**config.mk**
```make
export PLATFORM = sky130hd
export DESIGN_NAME = mem_ctrl_param
export DESIGN_NICKNAME = d
export VERILOG_FILES = /design/src/rtl/mem_ctrl_pkg.sv /design/src/rtl/mem_lat_pipe.sv /design/src/rtl/mem_ctrl_param.sv
export SDC_FILE = /design/constraint.sdc
export NUM_CORES = 1
export LEC_CHECK = 0
export CAP_MARGIN = 5
export CELL_PAD_IN_SITES_DETAIL_PLACEMENT = 0
export CELL_PAD_IN_SITES_GLOBAL_PLACEMENT = 2
export CORE_MARGIN = 10
export CORE_UTILIZATION = 32
export CTS_CLUSTER_DIAMETER = 30
export DETAILED_ROUTE_END_ITERATION = 10
export GPL_ROUTABILITY_DRIVEN = 0
export GPL_TIMING_DRIVEN = 0
export HOLD_SLACK_MARGIN = 0.08
export PLACE_DENSITY = 0.52
export SETUP_SLACK_MARGIN = 0.3
export SYNTH_ARGS = -nofsm -noshare
export SYNTH_HDL_FRONTEND = slang
export SYNTH_HIERARCHICAL = 1
export SYNTH_SLANG_ARGS = --single-unit
```
**constraint.sdc**
```tcl
create_clock -name clk -period 4.3 [get_ports clk]
set_clock_uncertainty 0.2 [all_clocks]
set_input_delay 0.43 -clock clk [delete_from_list [all_inputs] [get_ports clk]]
set_output_delay 0.43 -clock clk [all_outputs]
set_load 0.05 [all_outputs]
```
**src/rtl/mem_ctrl_pkg.sv**
```systemverilog
// Shared types for the parametrised single-port memory controller:
// response codes, FSM states and the response-beat width helper.
package mem_ctrl_pkg;

    typedef enum logic [1:0] {
        OKAY     = 2'b00,
        ERR_ADDR = 2'b01,
        ERR_CMD  = 2'b10,
        RSVD     = 2'b11
    } resp_e;

    typedef enum logic {
        INIT = 1'b0,
        RUN  = 1'b1
    } state_e;

    localparam int RESP_W = 2;

    // Packed width of one response beat {valid, rdata, response}.
    function automatic int beat_w(input int data_w);
        return 1 + data_w + RESP_W;
    endfunction

endpackage

```
**src/rtl/mem_lat_pipe.sv**
```systemverilog
// RD_LAT-deep shift register of response beats; reset empties every stage so
// in-flight responses are dropped.
module mem_lat_pipe
    import mem_ctrl_pkg::*;
#(
    parameter int DATA_W = 32,
    parameter int RD_LAT = 1
) (
    input  logic                        clk,
    input  logic                        rst_n,
    input  logic [beat_w(DATA_W)-1:0]   din,
    output logic [beat_w(DATA_W)-1:0]   dout
);

    typedef struct packed {
        logic              valid;
        logic [DATA_W-1:0] rdata;
        resp_e             response;
    } resp_beat_t;

    resp_beat_t stage [RD_LAT];

    always_ff @(posedge clk or negedge rst_n) begin
        if (!rst_n) begin
            for (int i = 0; i < RD_LAT; i++) begin
                stage[i] <= '0;
            end
        end else begin
            stage[0] <= din;
            for (int i = 1; i < RD_LAT; i++) begin
                stage[i] <= stage[i-1];
            end
        end
    end

    assign dout = stage[RD_LAT-1];

endmodule

```
**src/rtl/mem_ctrl_param.sv**
```systemverilog
// Parametrised single-port RAM with byte strobes, valid/ready requests,
// fixed-latency coded responses and a zero-init sweep after reset or clear.
//
//   state | meaning
//   INIT  | sweeping zeros into mem[init_cnt], one word per cycle; no requests
//   RUN   | accepting one request per cycle; clear re-enters INIT
module mem_ctrl_param
    import mem_ctrl_pkg::*;
#(
    parameter int DATA_W = 32,
    parameter int DEPTH  = 16,
    parameter int ADDR_W = 5,
    parameter int RD_LAT = 1
) (
    input  logic                  clk,
    input  logic                  reset,
    input  logic                  clear,
    input  logic                  req_valid,
    output logic                  req_ready,
    input  logic                  wr,
    input  logic                  rd,
    input  logic [ADDR_W-1:0]     addr,
    input  logic [DATA_W-1:0]     wdata,
    input  logic [DATA_W/8-1:0]   wstrb,
    output logic                  rsp_valid,
    output logic [DATA_W-1:0]     rdata,
    output logic [1:0]            response,
    output logic                  init_done
);

    localparam int STRB_W = DATA_W / 8;
    localparam int IDX_W  = (DEPTH > 1) ? $clog2(DEPTH) : 1;
    localparam int AW1    = ADDR_W + 1;
    localparam logic [ADDR_W:0]  DEPTH_A  = AW1'(DEPTH);
    localparam logic [IDX_W-1:0] LAST_IDX = IDX_W'(DEPTH - 1);

    typedef struct packed {
        logic              valid;
        logic [DATA_W-1:0] rdata;
        resp_e             response;
    } resp_beat_t;

    state_e            state;
    state_e            state_nxt;
    logic [IDX_W-1:0]  init_cnt;
    logic              init_we;
    logic [DATA_W-1:0] mem [DEPTH];

    logic              accept;
    logic              cmd_err;
    logic              addr_err;
    logic              do_wr;
    logic [IDX_W-1:0]  idx;
    resp_beat_t        beat_in;
    resp_beat_t        beat_out;

    // init_cnt is parked at zero in RUN so a clear always restarts the sweep at word 0.
    always_ff @(posedge clk or negedge reset) begin
        if (!reset) begin
            state    <= INIT;
            init_cnt <= '0;
        end else begin
            state <= state_nxt;
            if (state == INIT) begin
                init_cnt <= init_cnt + 1'b1;
            end else begin
                init_cnt <= '0;
            end
        end
    end

    always_comb begin
        state_nxt = state;
        case (state)
            INIT: if (init_cnt == LAST_IDX) state_nxt = RUN;
            RUN:  if (clear) state_nxt = INIT;
        endcase
    end

    always_comb begin
        req_ready = 1'b0;
        init_done = 1'b0;
        init_we   = 1'b0;
        case (state)
            INIT: init_we = 1'b1;
            RUN: begin
                req_ready = 1'b1;
                init_done = 1'b1;
            end
        endcase
    end

    assign accept   = req_valid && req_ready;
    assign idx      = addr[IDX_W-1:0];
    assign cmd_err  = (wr == rd);
    assign addr_err = ({1'b0, addr} >= DEPTH_A);
    assign do_wr    = accept && !cmd_err && !addr_err && wr;

    // Sweep writes and request writes never coincide: requests are only taken in RUN.
    always_ff @(posedge clk) begin
        if (init_we) begin
            mem[init_cnt] <= '0;
        end else if (do_wr) begin
            for (int b = 0; b < STRB_W; b++) begin
                if (wstrb[b]) begin
                    mem[idx][8*b +: 8] <= wdata[8*b +: 8];
                end
            end
        end
    end

    // Reads sample the array before this edge's write lands; a zero beat means "no response".
    always_comb begin
        beat_in = '0;
        if (accept) begin
            beat_in.valid = 1'b1;
            if (cmd_err) begin
                beat_in.response = ERR_CMD;
            end else if (addr_err) begin
                beat_in.response = ERR_ADDR;
            end else begin
                beat_in.response = OKAY;
                if (rd) begin
                    beat_in.rdata = mem[idx];
                end
            end
        end
    end

    mem_lat_pipe #(
        .DATA_W (DATA_W),
        .RD_LAT (RD_LAT)
    ) u_pipe (
        .clk   (clk),
        .rst_n (reset),
        .din   (beat_in),
        .dout  (beat_out)
    );

    assign rsp_valid = beat_out.valid;
    assign rdata     = beat_out.rdata;
    assign response  = beat_out.response;

endmodule

```
==> impl_metrics.yaml, run 1 <==
worst_setup_path:
  crit_chain: "buf_2 -> nand2_1 -> nor3_1 -> clkbuf_1 -> a22oi_1 -> nand2_1"
  worstSetupStartpointType: "flop"
  crit_required_ps: 4700
  crit_family: "buffers and inverters"
  cpMostUsedCell: "nand2_1"
  critPathBufInv: 2
  arrival_ps: 3710
  cp_max_fo: 10
  critical_path_class: "reg2reg"
  slowest_delay_ps: 900
  cp-end-kind: "flop"
  slowest_stage: "clkbuf_1"
layout:
  fill_cells: 5592
  most-common-layout-cells: "512 x edfxtp_1, 136 x clkbuf_16, 128 x mux4_2, 81 x clkdlybuf4s50_1, 66 x nor3_2"
  drive_above_1_share_pct: 36.32
  fin_nets: 1304
  utilization_pct: 43.46
  final_common_cell: "edfxtp_1"
  n_antenna_cell: 0
  finalNonFillerCells: 2218
  area_growth_pct: 33.75
clocking:
  postCtsHoldBufs: 1
  cts_buffer_depth: 3
  insertion_delay_ps: 690
  path_clk_slew_ps: 50
  cts_num_sinks: 552
  cts_tree: "built"
  cts_root_buf: "clkbuf_16"
  cts_resized: 0
  cts_setup_buffers: 0
  cts_inserted_buffers: 131
  htree_levels: 4
global_route:
  grt_max_degree: 41
  grt_pass1_vias: 12080
  grt_overflow: 0
  grt_use_total_pct: 15.69
  antenna_found_initial: 3
  grt_pass1_wl_mm: 86.15
floorplanning:
  die_h_um: 276.5
  die_w_um: 276.5
  die-area_mm2: 0.07647
  start_util_pct: 32.49
  num_rows: 93
  ios: 84
  core_mm2: 0.06481
drt:
  drt-initial-drc-count: 789
  routedWlPerCell_um: 26.95
  routed_wl_mm: 59.78
  drc: 0
  first_pass_iters: 5
  postRouteAntennaNets: 0
  vias_per_cell: 4.962
  dr_total_vias: 11010
timing:
  setup_ws_ps: 991.9
  fin_crit_sh_pct: 76.93
  tightest_slew_ps: 1176
  max_freq_ghz: 0.3023
  setup-tns-final_ps: 0
  grt_setup_unrepaired: "no"
  drv_slew: 0
  finalSetupViolations: 0
  period_needed_ps: 3308
  relSlewSlack_pct: 21.60
  hold_viol: 0
synth:
  yosysTopAreaCell: "edfxtp_1"
  synth-seq-cells: 552
  syn_nets: 1034
  synth_top_area_share_pct: 73.00
  ys_top_cells_by_area: "edfxtp_1 73%, mux4_2 14%, dfrtp_1 4.8%, a22oi_1 2.3%, nor3_1 1.6%"
  synth_area_mm2: 0.02106
  ys_types: 28
  synth-warning-count: 6
  ys_seq_area_share_pct: 77.76
  netlist_instances: 986
  syn_area_per_cell_um2: 21.36
place:
  post-dp-hpwl_mm: 38.79
  place_ws_ps: 344.4
  numPortBuffers: 82
  place_inst: 1977
outcome:
  status: "completed"
power_and_ir_drop:
  pwr_density_cell_mw_per_mm2: 671.1
  ir_worst_vdd_uv: 397.3
  total_leakage_power_nw: 9.532
  power_w: 0.01890
hold_path:
  hold_class: "in2async"
run:
  drv_cap: 0
[metrics by stage]
step | hold slack (ps) | area [um^2]
6_report | 155.2 | 28170
5_1_grt | 219.2 | 28170
4_1_cts | 175.4 | 28170
3_5_place_dp | 364.1 | 23870
3_3_place_gp | 349.9 | 22950
2_1_floorplan | -65.59 | 21060
[final cells by class]
type,count,area (um^2),area share [%]
buffer,59,275.3,0.9772
timing repair buffer,137,1433,5.086
multi-input combinational,373,4722,16.76
clock buffer,155,3495,12.41
clock inverter,85,790.8,2.807
inverter,2,7.507,0.02665
tap,855,1070,3.798
sequential,552,16380,58.14
[cell families after synthesis]
kind of cell             share of synthesized area [%]
AND/OR/NAND/NOR                                  4.076
multiplexers                                     14.22
XOR/XNOR                                        0.1248
AO/OA/AOI/OAI                                    2.424
buffers and inverters                            1.343
adder cells (fa/ha/maj)                        0.05940
flip-flops                                       77.76
[power breakdown]
group	internal, W	leakage [nW]	total (W)	switching [W]
clock network	0.00637	2.05	0.00937	0.00301
logic	0.000846	2.24	0.00246	0.00161
registers	0.00686	5.24	0.00707	0.000206
total	0.0141	9.53	0.0189	0.00483
[sequential cells by signal (all words and copies together), names as in the netlist]
| name | flops |
|---|---|
| state | 1 |
| u_pipe/dout | 35 |
| mem | 512 |
| init_cnt | 4 |
[worst register-to-register path: stages (launching register included)]
cell	delay (ps)
dfrtp_1	480
buf_2	290
nand2_1	270
nor3_1	660
clkbuf_1	900
a22oi_1	230
nand2_1	200
[synthesized netlist by cell type]
library cell	n
buf_4	2
buf_6	1
a22oi_1	64
nor3_1	67
nand3_1	3
nand4bb_1	1
inv_1	2
mux2i_2	5
a21boi_1	4
mux2_2	2
or4b_1	1
edfxtp_1	512
mux4_2	128
xnor2_1	1
mux2i_1	2
nor4_4	1
nor4_2	1
ha_1	1
xor2_1	2
and2_1	32
buf_2	31
dfrtp_1	40
and3_1	1
nor3_2	2
nor2b_1	8
clkbuf_1	25
nor2_1	9
nand2_1	38
[path summary, 6_finish.rpt]
kind,from,end,slack [ps],cells past startpoint
worst max-delay path,state,u_pipe/dout[12],990,6
worst min-delay path,reset,u_pipe/dout[34],160,2
worst max register to register,state,u_pipe/dout[12],990,6
worst min register to register,init_cnt[0],init_cnt[0],360,1
max in group asynchronous,reset,u_pipe/dout[23],3220,2
min in group clk,clear,state,350,2
[per-layer routing]
metal	wire, um	up-vias	share of wire [%]	GRT usage, %
met4	1105	0	1.8	5.338
met3	2935	75	4.9	4.180
met5	0	-	0	0
li1	-	4707	-	-
met1	26390	5934	44	20.21
met2	29350	289	49	25.28
No activity file was read; power rests on OpenSTA's default activity.
==> inputs of run 2 (changes only) <==
PLACE_DENSITY = 0.55   (was 0.52)
clock period = 2.7 ns   (was 4.3 ns; I/O delays follow)
==> impl_metrics.yaml, run 2 (same netlist as run 1, synthesis figures left out) <==
outcome:
  status: "completed"
timing:
  period_needed_ps: 2378
  finalSetupViolations: 0
  drv_slew: 0
  tightest_slew_ps: 792.7
  relSlewSlack_pct: 47.15
  setup-tns-final_ps: 0
  fin_crit_sh_pct: 88.09
  hold_viol: 0
  grt_setup_unrepaired: "yes"
  max_freq_ghz: 0.4205
clocking:
  cts_num_sinks: 552
  cts_root_buf: "clkbuf_16"
  cts_buffer_depth: 3
  insertion_delay_ps: 690
  cts_inserted_buffers: 130
  path_clk_slew_ps: 50
  htree_levels: 4
  cts_tree: "built"
worst_setup_path:
  arrival_ps: 2610
  worstSetupStartpointType: "flop"
  crit_required_ps: 2930
  rr_worst_depth: 8
  critical_path_class: "reg2reg"
  startpoint: "state"
  rr_startpoint: "state"
  r2r_end: "mem[10][21]"
  crit_end: "mem[10][21]"
  cp-end-kind: "flop"
  rrSetupSlack_ps: 320
  cp_max_fo: 8
drt:
  first_pass_iters: 7
  routedWlPerCell_um: 25.81
  dr_total_vias: 11260
  routed_wl_mm: 59.02
  vias_per_cell: 4.925
  drc: 0
  postRouteAntennaNets: 0
  drt-initial-drc-count: 872
place:
  numPortBuffers: 82
  post-dp-hpwl_mm: 35.76
global_route:
  antenna_found_initial: 1
  met3_usage_pct: 3.374
  grt_max_degree: 24
  grt_pass1_vias: 12200
  grtUsageMet2_pct: 25.88
  gr-usage-met1_pct: 19.26
  grt_use_total_pct: 15.53
  grt_overflow: 0
  top_usage_layer: "met2"
  grt_pass1_wl_mm: 86.31
layout:
  utilization_pct: 46.91
  largest_reg_flops: 512
  final_common_cell: "edfxtp_1"
  regMostFlops: "mem"
  area_growth_pct: 44.37
  drive_above_1_share_pct: 43.85
  fin_nets: 1372
  most-common-layout-cells: "512 x edfxtp_1, 134 x clkbuf_16, 128 x mux4_2, 79 x clkdlybuf4s50_1, 72 x buf_12"
  n_antenna_cell: 0
floorplanning:
  die_w_um: 276.5
  num_rows: 93
  die_h_um: 276.5
  ios: 84
  start_util_pct: 32.49
  core_mm2: 0.06481
  die-area_mm2: 0.07647
power_and_ir_drop:
  power_w: 0.03309
  ir_worst_vdd_uv: 817.1
  pwr_density_cell_mw_per_mm2: 1088
  total_leakage_power_nw: 10.46
hold_path:
  hold_class: "in2reg"
run:
  drv_cap: 0
==> run 2: cell types whose count changed in the layout (fill, tap and decap cells not counted), moves of 10 or more <==
cell,delta
and2_2,+26
buf_2,-10
bufinv_16,+10
clkbuf_4,+10
nor3_4,+68
buf_4,+40
nor3_2,-65
clkbuf_1,-26
buf_6,-40
clkbuf_2,+13
buf_12,+72
and2_1,-29
==> run 2: worst min path at each step <==
| stage | endpoint | cells past startpoint | start |
|---|---|---|---|
| global placement | init_cnt[0] | 1 | init_cnt[0] |
| CTS | u_pipe/dout[1] | 3 | wr |
| floorplan | init_cnt[0] | 0 | reset |
| global route | mem[7][21] | 2 | wdata[21] |
| finish | mem[8][30] | 2 | wdata[30] |
| detailed placement | u_pipe/dout[5] | 1 | reset |
==> run 2: critical path: stages, from the launching register on <==
cell and delay (ps):
dfrtp_2 380, nand3_2 100, nor4_4 150, buf_6 170, bufbuf_16 270, mux2i_4 380
clkbuf_16 240, nor3_4 50, buf_12 160
==> run 2: routing by layer <==
layer / routed length (um) / vias up
li1: - / 4870
met1: 24920 / 5997
met5: 0 / -
met2: 30110 / 301
met3: 2401 / 96
met4: 1589 / 0
==> run 2: repair_timing <==
action / CTS / global route
setup buffers: 92 / 20
endpoints found under the hold margin: 41 / 0
pin swaps: 64 / 8
cloned: 4 / 1
hold buffers: 4 / 0
resized for setup: 133 / 18
endpoints found under the setup margin: 1026 / 843
==> run 2: report_power, final <==
part,leakage [nW],internal (W),switching [W]
Sequential,5.23,0.0109,0.000311
Combinational,3.06,0.00280,0.00331
Clock,2.17,0.0109,0.00485
Total,10.5,0.0246,0.00847
==> run 2: metrics by stage <==
step	area (um^2)	worst slack (ps)	hold WS, ps	instances
after detailed placement	23560	-1009	124.9	1926
after CTS	30140	200.9	149.6	2266
after global placement	23480	-1523	351.9	1923
after floorplan	21590	182.2	-225.6	986
after global routing	30400	263.6	144.1	2287
final	30400	321.6	162.0	2287
==> run 2: layout make-up <==
type | instances | area, um^2
Sequential cell | 552 | 16380
Clock inverter | 92 | 1069
Timing Repair Buffer | 206 | 2733
Tap cell | 855 | 1070
Clock buffer | 148 | 3395
Fill cell | 5354 | 34410
Multi-Input combinational cell | 373 | 5319
Inverter | 2 | 7.507
Buffer | 59 | 435.4
==> inputs of run 3 (changes only) <==
CAP_MARGIN = 40   (was 5)
==> impl_metrics.yaml, run 3 (same netlist as run 1, synthesis figures left out) <==
outcome:
  status: "completed"
worst_setup_path:
  crit_required_ps: 2890
  critical_path_class: "reg2reg"
  rrSetupSlack_ps: 280
  cp-end-kind: "flop"
  slowest_stage: "dfrtp_2"
  arrival_ps: 2600
  worstSetupStartpointType: "flop"
  rr_worst_depth: 10
  cpMostUsedCell: "buf_12"
  slowest_delay_ps: 420
  rr_startpoint: "state"
  crit_chain: "nand3_2 -> nor4_4 -> buf_6 -> buf_12 -> buf_12 -> mux2i_4 -> buf_12 -> buf_4 -> nor3_4 -> buf_4"
  r2r_end: "mem[2][6]"
  cp_max_fo: 5
  critPathBufInv: 6
  crit_family: "buffers and inverters"
timing:
  tightest_slew_ps: 817.7
  period_needed_ps: 2417
  grt_setup_unrepaired: "yes"
  setup_ws_ps: 283.1
  drv_slew: 0
  fin_crit_sh_pct: 89.51
  relSlewSlack_pct: 45.49
  finalSetupViolations: 0
  max_freq_ghz: 0.4138
  hold_viol: 0
  setup-tns-final_ps: 0
floorplanning:
  core_mm2: 0.06481
  start_util_pct: 32.49
  num_rows: 93
  ios: 84
  die_w_um: 276.5
  die_h_um: 276.5
  die-area_mm2: 0.07647
layout:
  drive_above_1_share_pct: 43.86
  fill_cells: 5364
  most-common-layout-cells: "512 x edfxtp_1, 136 x clkbuf_16, 128 x mux4_2, 79 x clkdlybuf4s50_1, 64 x a22oi_1"
  fin_nets: 1405
  largest_reg_flops: 512
  regMostFlops: "mem"
  area_growth_pct: 44.97
  n_antenna_cell: 0
  final_common_cell: "edfxtp_1"
global_route:
  grt_overflow: 0
  antenna_found_initial: 0
  grt_max_degree: 24
  grt_use_total_pct: 15.59
  grt_pass1_wl_mm: 86.57
  grt_pass1_vias: 12500
power_and_ir_drop:
  total_leakage_power_nw: 10.59
  pwr_density_cell_mw_per_mm2: 1080
  ir_worst_vdd_uv: 773.8
drt:
  drt-initial-drc-count: 873
  vias_per_cell: 4.893
  routedWlPerCell_um: 25.39
  routed_wl_mm: 58.94
  postRouteAntennaNets: 0
  first_pass_iters: 4
  drc: 0
  dr_total_vias: 11360
hold_path:
  hold_class: "in2reg"
  min_to: "mem[15][27]"
  hold_depth: 2
  min_from: "wdata[27]"
clocking:
  cts_inserted_buffers: 131
  htree_levels: 4
  cts_buffer_depth: 3
  cts_num_sinks: 552
  path_clk_slew_ps: 40
  cts_tree: "built"
  cts_root_buf: "clkbuf_16"
  insertion_delay_ps: 690
run:
  drv_cap: 0
place:
  place_ws_ps: -928.7
  post-dp-hpwl_mm: 37.95
  numPortBuffers: 82
## run 3: through the flow
step | hold WS, ps | power (W) | util, % | cells | cell area [um^2]
global route | 143.1 | 0.03418 | 47.11 | 2321 | 30530
detailed placement | 125.8 | 0.01544 | 37.03 | 1972 | 24000
finish | 159.2 | 0.03298 | 47.11 | 2321 | 30530
global placement | 351.9 | 0.01506 | 36.22 | 1923 | 23480
CTS | 113.7 | 0.03317 | 46.81 | 2310 | 30340
floorplan | -225.6 | 0.01372 | - | 986 | 21590
## run 3: final cells by class
class	instances	area (um^2)	area share, %
sequential	552	16380	53.64
multi-input combinational	373	5251	17.20
clock buffer	158	3506	11.48
timing repair buffer	238	2944	9.643
tap	855	1070	3.504
clock inverter	84	947.2	3.102
buffer	59	429.2	1.406
inverter	2	7.507	0.02459
## run 3: worst reg2reg max path: stages, from the launching register on
cell and delay [ps]:
dfrtp_2 420, nand3_2 100, nor4_4 40, buf_6 150
buf_12 130, buf_12 120, mux2i_4 230, buf_12 180
buf_4 140, nor3_4 200, buf_4 200
## run 3: metal layers
| layer | share of wire, % | track usage [%] |
|---|---|---|
| met4 | 2.6 | 6.330 |
| met2 | 51 | 25.81 |
| met3 | 4.2 | 3.777 |
| met1 | 42 | 19.34 |
| met5 | 0 | 0 |
## run 3: worst max path at each step
| stage | startpoint | endpoint | slack, ps | cells past startpoint |
|---|---|---|---|---|
| global route | state | mem[2][6] | 210 | 10 |
| global placement | wr | mem[1][14] | -1520 | 6 |
| detailed placement | rd | mem[4][28] | -930 | 7 |
| finish | state | mem[2][6] | 280 | 10 |
| CTS | state | mem[1][26] | 170 | 9 |
| floorplan | state | mem[1][0] | 180 | 4 |
## run 3: what timing repair did
item | in CTS | in global routing
resized for setup | 140 | 32
setup buffers | 87 | 11
hold buffers | 4 | 0
cloned | 5 | 0
pin swaps | 52 | 18
setup endpoints to repair | 1025 | 1001
endpoints found under the hold margin | 41 | 0
## run 3: report_power, final
part	switching (W)	internal, W	total (W)
clock network	0.00479	0.0108	0.0156
logic	0.00330	0.00284	0.00614
registers	0.000311	0.0109	0.0112
